File: config.mk
export PLATFORM = sky130hd
export DESIGN_NAME = ws2812_stream
export DESIGN_NICKNAME = d
export VERILOG_FILES = /design/src/rtl/ws2812_pkg.sv /design/src/rtl/ws2812_stream_fifo.sv /design/src/rtl/ws2812_stream.sv
export SDC_FILE = /design/constraint.sdc
export NUM_CORES = 1
export LEC_CHECK = 0
export CAP_MARGIN = 10
export CORE_AREA = 10 10 173 175
export DETAILED_ROUTE_END_ITERATION = 12
export DIE_AREA = 0 0 183 185
export PLACE_DENSITY = 0.56
export RECOVER_POWER = 25
export REMOVE_ABC_BUFFERS = 1
export SLEW_MARGIN = 40
export SYNTH_ARGS = -nofsm -noshare
export SYNTH_HDL_FRONTEND = slang
export SYNTH_SLANG_ARGS = --single-unit
File: constraint.sdc
create_clock -name clk20 -period 4.9 [get_ports clk20]
set_input_delay 0.98 -clock clk20 [delete_from_list [all_inputs] [get_ports clk20]]
set_output_delay 0.98 -clock clk20 [all_outputs]
set_load 0.02 [all_outputs]
File: src/rtl/ws2812_pkg.sv
// Shared types, timing defaults and cycle conversion for the WS2812 driver.
package ws2812_pkg;

   typedef enum logic [1:0] {IDLE, SEND, LATCH} state_e;

   localparam int DEF_CLOCK_FREQ_HZ = 20_000_000;
   localparam int DEF_T0H_NS        = 400;
   localparam int DEF_T1H_NS        = 800;
   localparam int DEF_PERIOD_NS     = 1250;
   localparam int DEF_RESET_US      = 300;

   // Floor of freq*ns/1e9, kept in 64 bits so long reset times cannot overflow.
   function automatic longint ns_to_cycles(input longint freq, input longint ns);
      return (freq * ns) / longint'(1_000_000_000);
   endfunction

endpackage

File: src/rtl/ws2812_stream_fifo.sv
// Synchronous FIFO with first-word fall-through read and a registered ready.
module sync_fifo #(
   parameter int WIDTH = 25,
   parameter int DEPTH = 8
) (
   input  logic                     clk20,
   input  logic                     reset,
   input  logic                     push,
   input  logic                     pop,
   input  logic [WIDTH-1:0]         wdata,
   output logic [WIDTH-1:0]         rdata,
   output logic                     empty,
   output logic                     ready,
   output logic [$clog2(DEPTH):0]   count
);

   localparam int AW = $clog2(DEPTH);
   localparam int CW = AW + 1;

   logic [WIDTH-1:0] mem_q [DEPTH];
   logic [AW-1:0]    wr_ptr_q, wr_ptr_d;
   logic [AW-1:0]    rd_ptr_q, rd_ptr_d;
   logic [CW-1:0]    count_q, count_d;
   logic             ready_q, ready_d;

   always_comb begin
      wr_ptr_d = wr_ptr_q + AW'(push);
      rd_ptr_d = rd_ptr_q + AW'(pop);
      count_d  = count_q + CW'(push) - CW'(pop);
      // Ready looks at the next occupancy so a push into the last slot closes it.
      ready_d  = (count_d != CW'(DEPTH));
   end

   always_ff @(posedge clk20) begin
      if (reset) begin
         wr_ptr_q <= '0;
         rd_ptr_q <= '0;
         count_q  <= '0;
         ready_q  <= 1'b0;
      end else begin
         wr_ptr_q <= wr_ptr_d;
         rd_ptr_q <= rd_ptr_d;
         count_q  <= count_d;
         ready_q  <= ready_d;
      end
   end

   always_ff @(posedge clk20) begin
      if (push) mem_q[wr_ptr_q] <= wdata;
   end

   assign rdata = mem_q[rd_ptr_q];
   assign empty = (count_q == '0);
   assign ready = ready_q;
   assign count = count_q;

endmodule

File: src/rtl/ws2812_stream.sv
// Buffered WS2812 serializer: FIFO in front of a bit-timing FSM with
// latch/reset generation and a sticky underrun flag.
module ws2812_stream
   import ws2812_pkg::*;
#(
   parameter int CLOCK_FREQ_HZ = DEF_CLOCK_FREQ_HZ,
   parameter int BITS          = 24,
   parameter int FIFO_DEPTH    = 8,
   parameter int T0H_NS        = DEF_T0H_NS,
   parameter int T1H_NS        = DEF_T1H_NS,
   parameter int PERIOD_NS     = DEF_PERIOD_NS,
   parameter int RESET_US      = DEF_RESET_US,
   parameter bit INVERT        = 1'b0
) (
   input  logic                            clk20,
   input  logic                            reset,
   input  logic [BITS-1:0]                 data_in,
   input  logic                            latch,
   input  logic                            valid,
   output logic                            ready,
   output logic                            led,
   output logic [$clog2(FIFO_DEPTH):0]     level,
   output logic                            busy,
   output logic                            underrun
);

   localparam longint FREQ  = longint'(CLOCK_FREQ_HZ);
   localparam int CYC_PER   = int'(ns_to_cycles(FREQ, longint'(PERIOD_NS)));
   localparam int CYC_T0H   = int'(ns_to_cycles(FREQ, longint'(T0H_NS)));
   localparam int CYC_T1H   = int'(ns_to_cycles(FREQ, longint'(T1H_NS)));
   localparam int CYC_RES   = int'(ns_to_cycles(FREQ, longint'(RESET_US) * 1000));
   localparam int CNT_W     = $clog2(CYC_RES + 1);
   localparam int IDX_W     = $clog2(BITS);

   state_e            state_q, state_d;
   logic [CNT_W-1:0]  cnt_q, cnt_d;
   logic [IDX_W-1:0]  idx_q, idx_d;
   logic [BITS-1:0]   sh_q, sh_d;
   logic              flag_q, flag_d;
   logic              arm_q, arm_d;
   logic              urun_q, urun_d;
   logic              led_q;

   logic              push, pop, fifo_empty, lvl;
   logic [BITS:0]     fifo_rdata;
   logic [CNT_W-1:0]  th;

   assign push = valid && ready;

   sync_fifo #(
      .WIDTH (BITS + 1),
      .DEPTH (FIFO_DEPTH)
   ) u_fifo (
      .clk20 (clk20),
      .reset (reset),
      .push  (push),
      .pop   (pop),
      .wdata ({latch, data_in}),
      .rdata (fifo_rdata),
      .empty (fifo_empty),
      .ready (ready),
      .count (level)
   );

   always_comb begin
      state_d = state_q;
      cnt_d   = cnt_q;
      idx_d   = idx_q;
      sh_d    = sh_q;
      flag_d  = flag_q;
      arm_d   = arm_q;
      urun_d  = urun_q;
      pop     = 1'b0;
      th      = sh_q[BITS-1] ? CNT_W'(CYC_T1H) : CNT_W'(CYC_T0H);
      lvl     = (state_q == SEND) && (cnt_q < th);
      unique case (state_q)
         IDLE: begin
            if (!fifo_empty) begin
               pop     = 1'b1;
               sh_d    = fifo_rdata[BITS-1:0];
               flag_d  = fifo_rdata[BITS];
               idx_d   = IDX_W'(BITS - 1);
               cnt_d   = '0;
               arm_d   = 1'b0;
               state_d = SEND;
            end else if (arm_q) begin
               if (cnt_q == CNT_W'(CYC_RES - 1)) begin
                  urun_d = 1'b1;
                  arm_d  = 1'b0;
                  cnt_d  = '0;
               end else begin
                  cnt_d = cnt_q + 1'b1;
               end
            end
         end
         SEND: begin
            if (cnt_q == CNT_W'(CYC_PER - 1)) begin
               cnt_d = '0;
               if (idx_q != '0) begin
                  idx_d = idx_q - 1'b1;
                  sh_d  = sh_q << 1;
               end else if (flag_q) begin
                  state_d = LATCH;
               end else if (!fifo_empty) begin
                  // Back-to-back pixel: next MSB starts with no idle cycle.
                  pop    = 1'b1;
                  sh_d   = fifo_rdata[BITS-1:0];
                  flag_d = fifo_rdata[BITS];
                  idx_d  = IDX_W'(BITS - 1);
               end else begin
                  state_d = IDLE;
                  arm_d   = 1'b1;
               end
            end else begin
               cnt_d = cnt_q + 1'b1;
            end
         end
         LATCH: begin
            if (cnt_q == CNT_W'(CYC_RES - 1)) begin
               state_d = IDLE;
               cnt_d   = '0;
            end else begin
               cnt_d = cnt_q + 1'b1;
            end
         end
         default: state_d = IDLE;
      endcase
   end

   always_ff @(posedge clk20) begin
      if (reset) begin
         state_q <= LATCH;
         cnt_q   <= '0;
         idx_q   <= '0;
         sh_q    <= '0;
         flag_q  <= 1'b0;
         arm_q   <= 1'b0;
         urun_q  <= 1'b0;
         led_q   <= INVERT;
      end else begin
         state_q <= state_d;
         cnt_q   <= cnt_d;
         idx_q   <= idx_d;
         sh_q    <= sh_d;
         flag_q  <= flag_d;
         arm_q   <= arm_d;
         urun_q  <= urun_d;
         led_q   <= lvl ^ INVERT;
      end
   end

   assign led      = led_q;
   assign busy     = (state_q != IDLE) || !fifo_empty;
   assign underrun = urun_q;

endmodule

==> results.md, run 1 <==
* RSZ-0062 raised after global routing: no
* Final Critical Period at 3.125 ns
* CTS tree: yes
* Crit Path Class: flop to output port
* Final Hold Fails at 0
* Mapped Cells at 740
* Max-cap violations at 0
* Worst Setup Slack post-DPL at 1.429 ns
* Initial DRC Count at 429
* Fmax at 0.3200 GHz
* Yosys top cell by area: edfxtp_1
* Worst slew pin tran at 0.7202 ns
* Die W at 183 um
* Sequential fraction of the synthesis area at 67.62%
* First-pass GRT wire length at 36870 um
* Req. time, crit path at 3.92 ns
* FP Rows at 60
* TNS Setup at 0 ns
* Mean area per synthesized cell at 14.36 um^2
* Pin count of the biggest net entering global routing at 56
* Avg WL per Cell at 20.50 um
* CP Capture Type: output port
* First-pass DRT Iterations at 5
* Total congestion overflow at 0
* Clock slew seen by the registers of the worst setup and hold paths at 0.06 ns
* Top Ports at 36
* Startpoint types: flop
* Starting Density at 39.99%
* Post-synth ARST share at 0%
* Layout cells sized above 1 at 16.27%
* Vias per inst at 5.440
* Netlist Area Pre-Place at 10630 um^2
* Placed insts at 1088
* Worst slew margin at 51.62%
* Total track usage at 13.81%
* Antenna violations before repair at 0
* Core Area at 26580 um^2
* CTS Buffer Depth at 3
* Post-cts sizing count at 0
* WP data arrival at 2.15 ns
* Tot Pwr at 5.830 mW
* CP Cell Sequence: inv_1 > ha_1 > nor3b_1 > buf_4 > nand2_1 > clkdlybuf4s50_1
* Status: complete, no violations
* Final setup violation count at 0
* Largest fanout on the critical path at 11
* PwrDens at 473.3 nW/um^2
* Library cells used by synthesis at 55
* Pleak at 3.957 nW
* Post-synth EDFFs at 200
* Vias in the first global route at 6499
* # DRC at 0
* Max incr delay on CP at 0.60 ns
* CP bufs+invs at 3
* Ant diodes at 0
* CP max-delay cell: clkdlybuf4s50_1
* NumNets Final at 823
* DP HPWL at 14180 um
* CTS buffer count at 28
* IO buf count at 35
* Die Area at 33860 um^2
* Antenna Violating Nets Remaining at 0
* Total number of vias at 6202
* Share of the synthesized area in the top cell type at 56.51%
* Commonest cells after routing, fill and taps aside: edfxtp_1 (200), dfxtp_1 (58), o21ai_0 (53), mux2i_1 (49), mux2_2 (47)
* GPL Wtd Cong at 0.7521
* Main flop type after synthesis: edfxtp_1
* Max VDD drop at 0.3220 mV
* Total Wirelength at 23370 um
* H-tree depth at 1
* Max Transition Viols Final at 0
* CTS Hold Buffers Added at 0
* Register bit total from synthesis at 259
* Total of warnings raised by yosys at 0
* Clk sinks at 259
* CTS root buf: clkbuf_16
* Post-Layout Cell Count at 1140
* Type of the worst min-delay path: flop to flop
* Clock skew at 0.01731 ns
* Area growth from synthesis to layout at 15.91%
* Post-CTS Setup Bufs at 0
* Final Util at 46.35%
* Period Utilization, post-route at 63.78%
* Ranking of synthesized cells by area: edfxtp_1 (57%), dfxtp_1 (11%), mux2_2 (5.0%), mux2i_1 (4.6%), o21ai_0 (2.5%)
* Setup ws final at 1.775 ns
* CP delay by family, top: buffers and inverters
* Chip Height at 185 um
* Commonest non-fill, non-tap cell in the layout: edfxtp_1
* Skew-Pair Late Insertion Delay at 0.55 ns
## synth_stat cells, types with 2 or more instances
cell type,instances
clkbuf_1,31
o211ai_1,2
nor2_1,27
buf_1,2
a211oi_1,25
dfxtp_1,59
a31oi_1,3
nand2_1,17
and4_1,2
mux2i_1,49
mux4_2,4
a211o_1,2
o22ai_1,23
nor3b_1,6
nand3_1,11
nor3_1,8
nand4_1,5
a21o_1,2
nor2b_1,9
o31ai_1,2
xnor2_1,8
a41oi_1,3
xor2_1,3
inv_1,17
edfxtp_1,200
mux2_2,47
nand2b_1,6
a22o_1,24
nor4_1,2
ha_1,17
o21ai_0,53
buf_2,13
nand4b_1,2
a21oi_1,35
## state kept, by name, indices dropped and copies added (netlist names)
| register | cells |
|---|---|
| flag_q | 1 |
| underrun | 1 |
| u_fifo.ready | 1 |
| u_fifo.mem_q | 200 |
| u_fifo.rd_ptr_q | 3 |
| u_fifo.count | 4 |
| u_fifo.wr_ptr_q | 3 |
| arm_q | 1 |
| cnt_q | 13 |
| idx_q | 5 |
| led | 1 |
| sh_q | 24 |
| state_q | 2 |
## cell type report
type / count / area, um^2
Tap cell: 341 / 426.7
Timing Repair Buffer: 53 / 495.5
Clock buffer: 38 / 800.8
Multi-Input combinational cell: 418 / 3244
Clock inverter: 14 / 96.34
Inverter: 17 / 63.81
Fill cell: 2339 / 14260
Sequential cell: 259 / 7191
## worst reg2reg max path, stage by stage (launching register included)
cell,delay [ns]
dfxtp_1,0.32
inv_1,0.08
ha_1,0.55
nor2b_1,0.30
a31oi_1,0.13
nor2_1,0.16
ha_1,0.22
inv_1,0.05
ha_1,0.26
a21o_1,0.18
a21oi_1,0.19
xor2_1,0.19
a41oi_1,0.13
## logic make-up (layout without fill, tap and decap cells)
| group | count (synthesis) | count (layout) | share of synthesized area [%] |
|---|---|---|---|
| buffers and inverters | 63 | 122 | 2.378 |
| AOI/OAI and AO/OA | 184 | 184 | 11.13 |
| muxes | 100 | 100 | 10.44 |
| xor gates and xnor gates | 11 | 11 | 0.9066 |
| and+or+nand+nor | 105 | 105 | 5.333 |
| adders and majority gates | 18 | 18 | 2.190 |
| DFF | 259 | 259 | 67.62 |
## per-layer routing
metal  global-route usage (%)  share of wire [%]  routed length (um)
met5                        0                  0                   0
met4                    4.590                2.5                 574
met3                    2.332                4.6                1076
met2                    24.05                 50               11670
met1                    17.03                 43               10050
## path summary, 6_finish.rpt
| check | startpoint | to | slack [ns] | cells past startpoint |
|---|---|---|---|---|
| setup / recovery | u_fifo.count[2] | busy | 1.77 | 6 |
| hold / removal | underrun | underrun | 0.48 | 2 |
| hold reg to reg | underrun | underrun | 0.48 | 2 |
| setup reg to reg | state_q[1] | u_fifo.ready | 1.98 | 12 |
## report_power, final
group	total [mW]	switching, mW	internal [mW]	leakage [nW]
Combinational	1.19	0.750	0.443	1.24
Sequential	2.63	0.0968	2.54	2.29
Clock	2.00	0.852	1.15	0.430
Total	5.83	1.70	4.13	3.96
## stage by stage
step	hold WS (ns)	cell area (um^2)
floorplan	0.4545	10440
global placement	0.4564	11380
detailed placement	0.4695	11410
CTS	0.4876	12310
global route	0.5204	12320
finish	0.4815	12320
Note: power is estimated with default switching activity, not from simulation.
==> inputs of run 2 (changes only) <==
Settings changed: PLACE_DENSITY 0.56 to 0.58.
Clock period 4.9 ns to 2.8 ns, I/O delays scaled along.
==> results.md, run 2 (same netlist as run 1, synthesis figures left out) <==
* Switching portion of total power at 29.32% (+0.18 points)
* Chip Height at 185 um (unchanged)
* NetSw at 3.045 mW (+79%)
* Skew-Pair Late Insertion Delay at 0.53 ns (-0.02 ns)
* Core Area at 26580 um^2 (unchanged)
* Antenna violations before repair at 0 (unchanged)
* Area growth from synthesis to layout at 17.94%
* IO buf count at 35 (unchanged)
* Die W at 183 um (unchanged)
* NumNets Final at 843 (+2.4%)
* First-pass GRT wire length at 36960 um (+0.23%)
* Initial DRC Count at 387 (-9.8%)
* CTS root buf: clkbuf_16
* H-tree depth at 1 (unchanged)
* CTS buffer count at 27 (-3.6%)
* Min Hold Slack at 0.4816 ns (+0.00009800 ns)
* CP Capture Type: flop
* Total number of vias at 6386 (+3.0%)
* Vias in the first global route at 6624 (+1.9%)
* Max Transition Viols Final at 0 (unchanged)
* Flop pwr share at 44.4% (-0.8 points)
* Largest fanout on the critical path at 4 (-7)
* Cell Int Power at 7.343 mW (+78%)
* Commonest cells after routing, fill and taps aside: edfxtp_1 (200), dfxtp_1 (56), o21ai_0 (53), mux2i_1 (49), mux2_2 (47)
* CTS Buffer Depth at 3 (unchanged)
* Max VDD drop at 0.5147 mV (+60%)
* Clock Power Share at 32.3% (-2.1 points)
* Vias per inst at 5.510 (+1.3%)
* Placed insts at 1106 (+1.7%)
* First-pass DRT Iterations at 5 (unchanged)
* Total track usage at 13.89% (+0.082 points)
* Starting Density at 39.99% (unchanged)
* Total Wirelength at 24050 um (+2.9%)
* Number of flip-flops in the largest register at 200 (unchanged)
* Type of the worst min-delay path: flop to flop
* Post-route cell area at 12530 um^2 (+1.8%)
* Worst slew margin at 51.52% (-0.095 points)
* PwrDens at 828.8 nW/um^2 (+75%)
* Pleak at 4.058 nW (+2.5%)
* Top Ports at 36 (unchanged)
* Worst reg2reg path startpoint: idx_q[0]
* Status: complete, no violations
* DP HPWL at 14170 um (about the same)
* Cell Area, Placed at 11590 um^2 (+1.6%)
* Die Area at 33860 um^2 (unchanged)
* Avg WL per Cell at 20.75 um (+1.2%)
* Clk sinks at 259 (unchanged)
* Layout cells sized above 1 at 19.56% (+3.3 points)
* Crit Path Class: flop to flop
* Reg with most FFs: u_fifo.mem_q
* Max-cap violations at 0 (unchanged)
* Ant diodes at 0 (unchanged)
* RSZ-0062 raised after global routing: no
* Commonest non-fill, non-tap cell in the layout: edfxtp_1
* Final setup violation count at 0 (unchanged)
* Startpoint types: flop
* Final Critical Period at 2.707 ns
* Worst slew pin tran at 0.7239 ns (+0.003690 ns)
* Clock skew at 0.007984 ns (-0.009324 ns)
* CTS tree: yes
* Post-Layout Cell Count at 1159 (+1.7%)
* Antenna Violating Nets Remaining at 0 (unchanged)
* Worst Setup SP: idx_q[0]
* GPL Wtd Cong at 0.8109 (+7.8%)
* Combinational share of power at 23.3% (+2.8 points)
* FP Rows at 60 (unchanged)
* Biggest regs: u_fifo.mem_q x200, sh_q x24, cnt_q x13
* WP data arrival at 3.09 ns (+0.94 ns)
* Final Hold Fails at 0 (unchanged)
* TNS Setup at 0 ns (unchanged)
* Hold Path Origin: idx_q[0]
* Period Utilization, post-route at 96.67%
* Total congestion overflow at 0 (unchanged)
* # DRC at 0 (unchanged)
* Pin count of the biggest net entering global routing at 50 (-11%)
* Fmax at 0.3694 GHz
* Req. time, crit path at 3.18 ns (-0.74 ns)
* Clock slew seen by the registers of the worst setup and hold paths at 0.06 ns (about the same)
==> run 2: power groups by stage <==
stage,Combinational [mW],Sequential (mW),Clock [mW]
detailed placement,2.24,4.68,0
floorplan,1.32,4.69,0
global route,2.65,4.64,3.59
CTS,2.31,4.60,3.45
finish,2.42,4.61,3.36
global placement,2.18,4.66,0
==> run 2: critical path: stages (launching register included) <==
cell and delay, ns:
dfxtp_4 0.36, inv_2 0.09, ha_4 0.13, or4b_4 0.49, inv_2 0.07, a31oi_2 0.07
nor2_2 0.17, ha_4 0.15, inv_1 0.04, ha_1 0.27, a21o_1 0.19, a21oi_2 0.18
xor2_2 0.21, a41oi_2 0.14
==> run 2: final timing paths <==
path | cells past startpoint | slack, ns | endpoint
worst min-delay path | 1 | 0.48 | idx_q[0]
worst min register to register | 1 | 0.48 | idx_q[0]
worst max register to register | 13 | 0.09 | u_fifo.ready
worst max-delay path | 13 | 0.09 | u_fifo.ready
==> run 2: repair_timing <==
item	4_1_cts	5_1_grt
hold buffers	0	0
setup buffers	2	1
gates resized for setup	7	16
pin swaps	3	7
endpoints found under the hold margin	0	0
endpoints found under the setup margin	3	4
==> run 2: area by class of cell <==
cell class / instances / area [um^2]
clock buffer: 44 / 779.5
multi-input combinational: 418 / 3313
tap: 341 / 426.7
sequential: 259 / 7196
clock inverter: 6 / 56.30
timing repair buffer: 74 / 699.4
inverter: 17 / 63.81
fill: 2342 / 14040
==> run 2: routing by layer <==
metal / vias up / track usage [%] / wire, um
met5: - / 0 / 0
met1: 3194 / 16.73 / 10200
met4: 0 / 5.049 / 734
li1: 2985 / - / -
met3: 53 / 2.332 / 1118
met2: 154 / 24.49 / 12000
==> run 2: per-stage QoR <==
step	worst slack (ns)	util (%)	power (mW)
2_1_floorplan	-1.226	-	6.014
3_3_place_gp	0.1451	43.61	6.837
3_5_place_dp	-0.02154	43.62	6.923
4_1_cts	-0.01170	46.89	10.36
5_1_grt	0.005342	47.17	10.88
6_report	0.09315	47.17	10.39
==> inputs of run 3 (changes only) <==
Settings changed: MAX_ROUTING_LAYER from default to met4.
==> results.md, run 3 (same netlist as run 1, synthesis figures left out) <==
* Status: complete, no violations
* CTS Buffer Depth at 3 (unchanged)
* Final Hold Fails at 0 (unchanged)
* Type of the worst min-delay path: flop to flop
* Total congestion overflow at 0 (unchanged)
* Req. time, crit path at 3.18 ns (about the same)
* Final setup violation count at 0 (unchanged)
* Crit Path Class: flop to flop
* Commonest cells after routing, fill and taps aside: edfxtp_1 (200), dfxtp_1 (56), o21ai_0 (53), mux2i_1 (49), mux2_2 (47)
* Area growth from synthesis to layout at 17.94% (unchanged)
* Initial DRC Count at 381 (-1.6%)
* First-pass DRT Iterations at 5 (unchanged)
* Worst slew margin at 52.25% (+0.73 points)
* Met2 Usage GRT at 24.45% (-0.044 points)
* Ant diodes at 0 (unchanged)
* Layout cells sized above 1 at 19.56% (unchanged)
* Clock skew at 0.009394 ns (+0.001410 ns)
* CTS buffer count at 27 (unchanged)
* DP HPWL at 14170 um (unchanged)
* Tot Pwr at 10.38 mW (about the same)
* Top Ports at 36 (unchanged)
* Final Critical Period at 2.706 ns (-0.0006459 ns)
* CTS tree: yes
* # DRC at 0 (unchanged)
* Max-cap violations at 0 (unchanged)
* Startpoint types: flop
* Total number of vias at 6369 (-0.27%)
* Starting Density at 39.99% (unchanged)
* Period Utilization, post-route at 96.65% (about the same)
* WP data arrival at 3.09 ns (about the same)
* Total Wirelength at 24000 um (-0.23%)
* GR Util met1 at 16.87% (+0.15 points)
* Min Hold Slack at 0.4827 ns (+0.001132 ns)
* Clock slew seen by the registers of the worst setup and hold paths at 0.06 ns (about the same)
* CTS root buf: clkbuf_16
* RSZ-0062 raised after global routing: no
* Placed insts at 1106 (unchanged)
* FILL cells at 2342 (unchanged)
* Fmax at 0.3695 GHz (about the same)
* Antenna violations before repair at 0 (unchanged)
* Core Area at 26580 um^2 (unchanged)
* Largest fanout on the critical path at 4 (unchanged)
* Worst slew pin tran at 0.7130 ns (-0.01084 ns)
* NumNets Final at 843 (unchanged)
* FP Rows at 60 (unchanged)
* Register area at 7196 um^2 (unchanged)
* PwrDens at 828.4 nW/um^2 (about the same)
* IO buf count at 35 (unchanged)
* Vias in the first global route at 6621 (-0.045%)
* Met3 GRT Util at 2.194% (-0.14 points)
* CTS Hold Buffers Added at 0 (unchanged)
* Die W at 183 um (unchanged)
* Vias per inst at 5.495 (-0.27%)
* Clk sinks at 259 (unchanged)
* Number of flip-flops in the largest register at 200 (unchanged)
* Skew-Pair Late Insertion Delay at 0.53 ns (about the same)
* Total track usage at 14.29% (+0.40 points)
* Pleak at 4.058 nW (unchanged)
* Post-Layout Cell Count at 1159 (unchanged)
* Reg with most FFs: u_fifo.mem_q
* Antenna Violating Nets Remaining at 0 (unchanged)
* Busiest layer in global routing: met2
* Max Transition Viols Final at 0 (unchanged)
* Pin count of the biggest net entering global routing at 50 (unchanged)
* Commonest non-fill, non-tap cell in the layout: edfxtp_1
* Die Area at 33860 um^2 (unchanged)
* CP Capture Type: flop
* H-tree depth at 1 (unchanged)
* Max VDD drop at 0.5132 mV (-0.30%)
* GPL Wtd Cong at 0.8228 (+1.5%)
* First-pass GRT wire length at 36960 um (unchanged)
* Chip Height at 185 um (unchanged)
* Area of the multi-input gates at 3313 um^2 (unchanged)
* Avg WL per Cell at 20.70 um (-0.23%)
* Biggest regs: u_fifo.mem_q x200, sh_q x24, cnt_q x13
run 3: cell counts in the layout (fill, tap and decap cells not counted):
Identical to the previous run, type by type.
run 3: path summary, 6_finish.rpt:
| path | start | end | slack [ns] | cells past startpoint |
|---|---|---|---|---|
| setup / recovery | idx_q[0] | u_fifo.ready | 0.09 | 13 |
| hold / removal | idx_q[0] | idx_q[0] | 0.48 | 1 |
| setup reg to reg | idx_q[0] | u_fifo.ready | 0.09 | 13 |
| hold reg to reg | idx_q[0] | idx_q[0] | 0.48 | 1 |
run 3: worst max-delay path, stage by stage (launching register included):
cell and delay (ns):
dfxtp_4 0.36, inv_2 0.09, ha_4 0.13, or4b_4 0.49, inv_2 0.07, a31oi_2 0.07
nor2_2 0.17, ha_4 0.22, inv_2 0.06, ha_4 0.13, inv_2 0.04, fa_2 0.38
xor2_2 0.21, a41oi_2 0.12
run 3: repair_timing:
item / CTS / global route
setup buffers: 2 / 1
pin swaps: 3 / 7
endpoints found under the setup margin: 3 / 4
endpoints found under the hold margin: 0 / 0
gates resized for setup: 7 / 16
run 3: area by class of cell:
cell class | count | area share [%]
Clock buffer | 44 | 6.219
Clock inverter | 6 | 0.4492
Inverter | 17 | 0.5091
Multi-Input combinational cell | 418 | 26.43
Sequential cell | 259 | 57.41
Tap cell | 341 | 3.404
Timing Repair Buffer | 74 | 5.580
run 3: per-layer routing:
layer	vias to the layer above	part of all wire (%)
li1	2986	-
met3	55	4.5
met4	0	3.1
met5	-	0
met2	153	50
met1	3175	43
run 3: metrics by stage:
stage | cell area [um^2] | setup WS (ns) | utilization [%] | setup TNS, ns
2_1_floorplan | 10440 | -1.226 | - | -82.42
3_3_place_gp | 11590 | 0.1451 | 43.61 | 0
3_5_place_dp | 11590 | -0.02154 | 43.62 | -0.02154
4_1_cts | 12460 | -0.01170 | 46.89 | -0.01170
5_1_grt | 12530 | 0.004788 | 47.17 | 0
6_report | 12530 | 0.09380 | 47.17 | 0
run 3: report_power, final:
part           total, mW  switching [mW]  internal (mW)
combinational       2.42            1.50          0.917
clock               3.36            1.37           1.98
sequential          4.61           0.167           4.44
total               10.4            3.04           7.34
